### src/rtl/cpu_fetch_if.sv
`default_nettype none
// ============================================================================
//  Module      : cpu_fetch_pkg / cpu_fetch_if
//  Description : Shared fetch types and the instruction-bus interface used by
//                cpu_fetch.
//                fetch_data_t : record handed to pre-decode. Fetch fills in
//                               .pc and .instruction and ties the remaining
//                               fields to 0; later stages may set them.
//                cpu_fetch_if : single-outstanding read bus.
//                  o_bus_request  fetch -> memory, read request
//                  o_bus_address  fetch -> memory, word-aligned address
//                  i_bus_ready    memory -> fetch, read complete this cycle
//                  i_bus_rdata    memory -> fetch, read data (valid with ready)
//                  modport master : fetch side
//                  modport slave  : memory side
//  Revision    : 1.0 - initial release
// ============================================================================

package cpu_fetch_pkg;

    typedef struct packed {
        logic [31:0] pc;
        logic [31:0] instruction;
        logic        predicted_taken;
        logic        access_fault;
    } fetch_data_t;

endpackage : cpu_fetch_pkg

interface cpu_fetch_if;

    logic        o_bus_request;
    logic [31:0] o_bus_address;
    logic        i_bus_ready;
    logic [31:0] i_bus_rdata;

    modport master (
        output o_bus_request,
        output o_bus_address,
        input  i_bus_ready,
        input  i_bus_rdata
    );

    modport slave (
        input  o_bus_request,
        input  o_bus_address,
        output i_bus_ready,
        output i_bus_rdata
    );

endinterface : cpu_fetch_if

`default_nettype wire

### src/rtl/cpu_fetch.sv
`default_nettype none
// ============================================================================
//  Module      : cpu_fetch
//  Description : Instruction fetch stage. Issues one word read at a time on
//                the instruction bus, presents the result to pre-decode with
//                a valid/stall handshake and redirects on jumps from execute.
//                Reads that were already issued when a jump arrives are let
//                to complete on the bus and their data is thrown away.
//  Ports       : i_clock        clock, rising edge
//                i_reset        synchronous reset, active low
//                i_jump         one-cycle redirect strobe
//                i_jump_pc      redirect target (bits [1:0] ignored)
//                bus            instruction bus, master side
//                o_valid        o_data holds a fetched instruction
//                i_stall        pre-decode not accepting
//                o_data         fetched {pc, instruction}, other fields 0
//                o_stall_cycles cycles with o_valid & i_stall
//                               (only with CPU_FETCH_STALL_COUNTER_EN)
//  Options     : `define CPU_FETCH_STALL_COUNTER_EN adds o_stall_cycles.
//  Revision    : 1.0 - initial release
// ============================================================================

module cpu_fetch
    import cpu_fetch_pkg::*;
#(
    parameter logic [31:0] RESET_VECTOR = 32'h00000000
) (
    input  wire              i_clock,
    input  wire              i_reset,
    input  wire              i_jump,
    input  wire [31:0]       i_jump_pc,
    cpu_fetch_if.master      bus,
    output logic             o_valid,
    input  wire              i_stall,
    output fetch_data_t      o_data
`ifdef CPU_FETCH_STALL_COUNTER_EN
    ,
    output logic [31:0]      o_stall_cycles
`endif
);

    typedef enum logic [1:0] {
        S_REQUEST = 2'd0,
        S_DISCARD = 2'd1,
        S_OUTPUT  = 2'd2
    } state_t;

    localparam logic [31:0] c_PC_STEP = 32'd4;

    state_t      r_state;
    state_t      w_state_next;
    logic [31:0] r_pc;
    logic [31:0] w_pc_next;
    logic [31:0] r_target;
    logic [31:0] w_target_next;
    logic        r_valid;
    logic        w_valid_next;
    fetch_data_t r_data;
    fetch_data_t w_data_next;
    logic        w_bus_request;
    logic        w_accept;
    logic [31:0] w_jump_target;

    // Masking keeps every bit of i_jump_pc in use while forcing alignment.
    assign w_jump_target = i_jump_pc & 32'hFFFF_FFFC;
    assign w_accept      = r_valid & ~i_stall;

    // ------------------------------------------------------------------------
    // State register
    // ------------------------------------------------------------------------
    always_ff @(posedge i_clock) begin
        if (!i_reset) begin
            r_state  <= S_REQUEST;
            r_pc     <= RESET_VECTOR;
            r_target <= 32'h0;
            r_valid  <= 1'b0;
            r_data   <= '0;
        end else begin
            r_state  <= w_state_next;
            r_pc     <= w_pc_next;
            r_target <= w_target_next;
            r_valid  <= w_valid_next;
            r_data   <= w_data_next;
        end
    end

    // ------------------------------------------------------------------------
    // Next state and outputs
    // ------------------------------------------------------------------------
    always_comb begin
        w_state_next  = r_state;
        w_pc_next     = r_pc;
        w_target_next = r_target;
        w_valid_next  = r_valid;
        w_data_next   = r_data;
        w_bus_request = 1'b0;

        unique case (r_state)
            S_REQUEST: begin
                w_bus_request = 1'b1;
                if (bus.i_bus_ready) begin
                    if (i_jump) begin
                        // Data belongs to the old path: drop it and restart.
                        w_pc_next    = w_jump_target;
                        w_state_next = S_REQUEST;
                    end else begin
                        w_data_next             = '0;
                        w_data_next.pc          = r_pc;
                        w_data_next.instruction = bus.i_bus_rdata;
                        w_valid_next            = 1'b1;
                        w_state_next            = S_OUTPUT;
                    end
                end else if (i_jump) begin
                    // Read already on the bus; let it finish, then redirect.
                    w_target_next = w_jump_target;
                    w_state_next  = S_DISCARD;
                end
            end

            S_DISCARD: begin
                // Request and address (r_pc) stay as issued until ready.
                w_bus_request = 1'b1;
                if (bus.i_bus_ready) begin
                    w_pc_next    = i_jump ? w_jump_target : r_target;
                    w_state_next = S_REQUEST;
                end else if (i_jump) begin
                    w_target_next = w_jump_target;
                end
            end

            S_OUTPUT: begin
                if (i_jump) begin
                    // Jump wins over stall; the held word is never accepted.
                    w_valid_next = 1'b0;
                    w_pc_next    = w_jump_target;
                    w_state_next = S_REQUEST;
                end else if (w_accept) begin
                    w_valid_next = 1'b0;
                    w_pc_next    = r_pc + c_PC_STEP;
                    w_state_next = S_REQUEST;
                end
            end

            default: begin
                w_state_next = S_REQUEST;
            end
        endcase
    end

    // Request is withdrawn combinationally while reset is held, since the
    // registered state reads REQUEST during reset.
    assign bus.o_bus_request = w_bus_request & i_reset;
    assign bus.o_bus_address = r_pc;
    assign o_valid           = r_valid;
    assign o_data            = r_data;

`ifdef CPU_FETCH_STALL_COUNTER_EN
    logic [31:0] r_stall_cycles;

    always_ff @(posedge i_clock) begin
        if (!i_reset) begin
            r_stall_cycles <= 32'h0;
        end else if (r_valid && i_stall) begin
            r_stall_cycles <= r_stall_cycles + 32'd1;
        end
    end

    assign o_stall_cycles = r_stall_cycles;
`endif

endmodule : cpu_fetch

`default_nettype wire

### src/flat_wrapper.sv
// flat-port wrapper written by rule: the top's interface ports become plain ports
module cpu_fetch_flat import cpu_fetch_pkg::*;
#(
    parameter logic [31:0] RESET_VECTOR = 32'h00000000
)
  (i_clock, i_reset, i_jump, i_jump_pc, o_valid, i_stall, o_data, bus_o_bus_request, bus_o_bus_address, bus_i_bus_ready, bus_i_bus_rdata);
  cpu_fetch_if bus_i ();
  input  wire i_clock;
  input  wire i_reset;
  input  wire i_jump;
  input  wire [31:0] i_jump_pc;
  output logic o_valid;
  input  wire i_stall;
  output fetch_data_t o_data;
  output wire logic [$bits(bus_i.o_bus_request)-1:0] bus_o_bus_request;
  output wire logic [$bits(bus_i.o_bus_address)-1:0] bus_o_bus_address;
  input wire logic [$bits(bus_i.i_bus_ready)-1:0] bus_i_bus_ready;
  input wire logic [$bits(bus_i.i_bus_rdata)-1:0] bus_i_bus_rdata;
  assign bus_o_bus_request = bus_i.o_bus_request;
  assign bus_o_bus_address = bus_i.o_bus_address;
  assign bus_i.i_bus_ready = bus_i_bus_ready;
  assign bus_i.i_bus_rdata = bus_i_bus_rdata;
  cpu_fetch #(.RESET_VECTOR(RESET_VECTOR)) u_core (.i_clock(i_clock), .i_reset(i_reset), .i_jump(i_jump), .i_jump_pc(i_jump_pc), .bus(bus_i), .o_valid(o_valid), .i_stall(i_stall), .o_data(o_data));
endmodule
### config.mk
export PLATFORM = sky130hd
export DESIGN_NAME = cpu_fetch_flat
export DESIGN_NICKNAME = d
export VERILOG_FILES = /design/src/rtl/cpu_fetch_if.sv /design/src/rtl/cpu_fetch.sv /design/src/flat_wrapper.sv
export SDC_FILE = /design/constraint.sdc
export NUM_CORES = 1
export LEC_CHECK = 0
export ABC_AREA = 1
export CAP_MARGIN = 30
export CORE_UTILIZATION = 45
export DETAILED_ROUTE_END_ITERATION = 16
export PLACE_DENSITY = 0.78
export SLEW_MARGIN = 20
export SYNTH_ARGS = -nofsm -noshare
export SYNTH_HDL_FRONTEND = slang
export SYNTH_SLANG_ARGS = --single-unit
export TNS_END_PERCENT = 100
### constraint.sdc
create_clock -name i_clock -period 1.9 [get_ports i_clock]
set_clock_uncertainty 0.05 [all_clocks]
set_input_delay 0.475 -clock i_clock [delete_from_list [all_inputs] [get_ports i_clock]]
set_output_delay 0.475 -clock i_clock [all_outputs]
set_load 0.01 [all_outputs]
==> impl_metrics.yaml <==
final_layout:
  seqCellArea_um2: 2670
  fillers: 1178
  nets: 1212
  area_delta_synth_final_pct: 44.1
  antennaDiodeCount: 0
  post-route-util_pct: 67.1
  drive_gt1_share_pct: 15.0
  multiInputGateArea_um2: 3460
power_and_ir_drop:
  power_mw: 8.88
  powerDensity_nw_per_um2: 945
  total_leakage_power_nw: 4.14
  ir_worst_vdd_mv: 0.738
grt:
  gr-total-overflow: 0
  grt_pass1_wl_um: 33500
  grt_pass1_vias: 6936
  grt_use_total_pct: 28.5
  antenna_found_initial: 0
  grt_max_degree: 64
critical_path:
  cp_data_arrival_time_ns: 1.34
  required_ns: 1.37
  r2r_end: "u_core.bus.o_bus_address[20]"
  reg2reg_depth: 10
  path_delay_family: "buffers and inverters"
  critPathSlowestCell: "clkdlybuf4s50_1"
  end_kind: "primary output"
  reg2reg_slack_ns: 0.14
  crit_buf_inv: 1
  path_max_fanout: 2
  worst-setup-path-type: "reg -> out"
  crit-reg2reg-launch: "u_core.r_state[1]"
  path_cells: "clkdlybuf4s50_1"
  max_stage_delay_ns: 0.57
  critPathLaunchType: "register"
clock_tree:
  postCtsSetupRepairBufs: 0
  cts_buffers: 17
  cts.hold.buffers_added: 0
  cts_tree: "done"
  cts_root_buffer: "clkbuf_16"
  numClockSinks: 131
  clk_pin_slew_worst_paths_ns: 0.06
  htreeDepth: 4
  clock_path_buffers: 2
  clock_latency_ns: 0.43
drt:
  drc: 0
  ant_nets: 0
  drt_first_pass_iters: 5
  wl_per_cell_um: 15.5
  viasPerCell: 5.38
  vias: 7166
  dr.first_iter.drc_count: 581
  drt_wl_total_um: 20700
floorplanning:
  die_h_um: 122
  die_w_um: 122
  die-area_um2: 15000
  ios: 169
  core_um2: 14000
  row_count: 43
  start_util_pct: 46.6
sta:
  min_period_ns: 1.87
  worst_pin_slew_ns: 0.577
  slew_headroom_pct: 61.5
  drv_slew: 0
  timing.final.crit_share_pct: 98.2
  final.setup.tns_ns: 0
  post-route-worst-setup-slack_ns: 0.0338
  max_freq_mhz: 536
  finalSetupViolCount: 0
  rsz0062_at_grt: "false"
  hold_viol: 0
  holdWs_ns: 0.413
logic_synthesis:
  synth-seq-cells: 131
  synth.area.top_cells: "dfxtp_1 40%, nand2_1 12%, o21ai_0 11%"
  synth_top_cell_area_share_pct: 40.2
  yosysTopAreaCell: "dfxtp_1"
  yosysUniqueCellTypes: 39
  syn_area_per_cell_um2: 6.90
  synth_warnings: 0
  ys_seq_area_share_pct: 40.2
  synthesis.area_um2: 6520
  synth_cells: 944
placed_design:
  port_buffers: 164
  dp_hpwl_um: 14000
  place_congestion: 0.929
  pre_cts_ws_ns: -0.266
hold_path:
  min_path_type: "reg -> reg"
  whs_path_depth: 2
  hold-path-endpoint: "u_core.r_target[1]"
  min_from: "u_core.r_target[1]"
run:
  drv_cap: 0
status:
  outcome: "completed"
[stage by stage]
step / cells / instance area [um^2]
4_1_cts: 1332 / 9320
3_3_place_gp: 1300 / 8680
2_1_floorplan: 945 / 6520
5_1_grt: 1332 / 9390
6_report: 1332 / 9390
3_5_place_dp: 1300 / 8680
[layout make-up]
cell class,instances,share of cell area (%)
clock inverters,12,1.90
repair buffers,233,23.7
multi-input cells,706,36.8
inverters,50,2.05
flip-flops and latches,131,28.4
clock buffers,20,4.76
well taps,180,2.40
[cell usage in the layout (no fill, tap or decap), drive strengths merged, types with 3 or more instances in the layout]
master         synthesis  routed
xor2                   6       6
clkinvlp               0       3
nand3                 26      26
clkinv                 1       4
nand3b                 4       4
nor2                 168     168
o21bai                 3       3
clkbuf                34      20
a22oi                  5       5
inv                   49      51
buf                   23      71
a21oi                 65      65
dlygate4sd2            0      25
a31oi                 28      28
ha                     4       4
clkdlybuf4s50          0     128
nand2                218     218
a211oi                22      22
dfxtp                131     131
dlymetal6s2s           0       9
o21ai                144     144
o22ai                  3       3
bufinv                 0       4
[per-layer routing]
metal / share of wire [%] / routed length [um] / global-route usage (%)
met1: 40 / 8300 / 33.9
met2: 47 / 9820 / 46.3
met3: 8.1 / 1670 / 8.32
met4: 4.3 / 880 / 15.2
met5: 0 / 0 / 0
[how the worst max path moves through the flow]
stage                           start                            to  slack [ns]  cells past startpoint
finish              u_core.o_data[21]                    o_data[21]        0.03                      1
global route        u_core.o_data[16]                    o_data[16]      0.0009                      1
CTS                 u_core.r_state[1]             bus_o_bus_request       -0.09                      5
detailed placement             i_jump  u_core.bus.o_bus_address[11]       -0.27                      8
global placement               i_jump  u_core.bus.o_bus_address[11]       -0.22                      8
floorplan           u_core.r_state[0]  u_core.bus.o_bus_address[23]        0.14                     10
[cell usage after synthesis]
master and n:
a211oi_1 22, a21boi_0 1, a21oi_1 65, a221oi_1 2, a22oi_1 5, a31oi_1 28
a41oi_1 1, and2_1 1, buf_1 1, buf_2 13, buf_4 6, buf_6 3
clkbuf_1 33, clkbuf_8 1, clkinv_1 1, conb_1 1, dfxtp_1 131, dlygate4sd1_1 1
ha_1 4, inv_1 39, inv_2 10, nand2_1 209, nand2_2 6, nand2_4 3
nand3_1 26, nand3b_1 4, nor2_1 151, nor2_2 6, nor2_4 8, nor2_8 3
nor3_1 1, o211ai_1 2, o21ai_0 137, o21ai_1 6, o21ai_2 1, o21bai_1 3
o22ai_1 3, xor2_1 5, xor2_2 1
[worst min-delay path, stage by stage (launching register included)]
cell and delay [ns]:
dfxtp_1 0.31, nand3_1 0.08, inv_1 0.03
[sequential cells by signal (all words and copies together) (netlist names)]
signal / cells
u_core.o_data: 64
u_core.r_target: 32
u_core.o_valid: 1
u_core.bus.o_bus_address: 32
u_core.r_state: 2
[what timing repair did]
action | in CTS | in global routing
hold endpoints to repair | 0 | 0
gates resized for setup | 59 | 25
setup endpoints to repair | 32 | 39
cloned | 0 | 0
pin swaps | 0 | 1
[logic make-up (layout without fill, tap and decap cells)]
logic type,after synthesis,after routing,share of synthesized area [%]
buffers and inverters,108,315,7.39
xor gates and xnor gates,6,6,0.922
AOI/OAI and AO/OA,276,276,23.3
adders and majority gates,4,4,0.768
DFF,131,131,40.2
other,1,2,0.0575
and+or+nand+nor,418,418,27.3
[where the power goes]
part | internal, mW | switching [mW]
clock | 2.23 | 1.27
combinational | 0.918 | 1.05
sequential | 3.09 | 0.319
total | 6.24 | 2.64
Note: power is estimated with default switching activity, not from simulation.
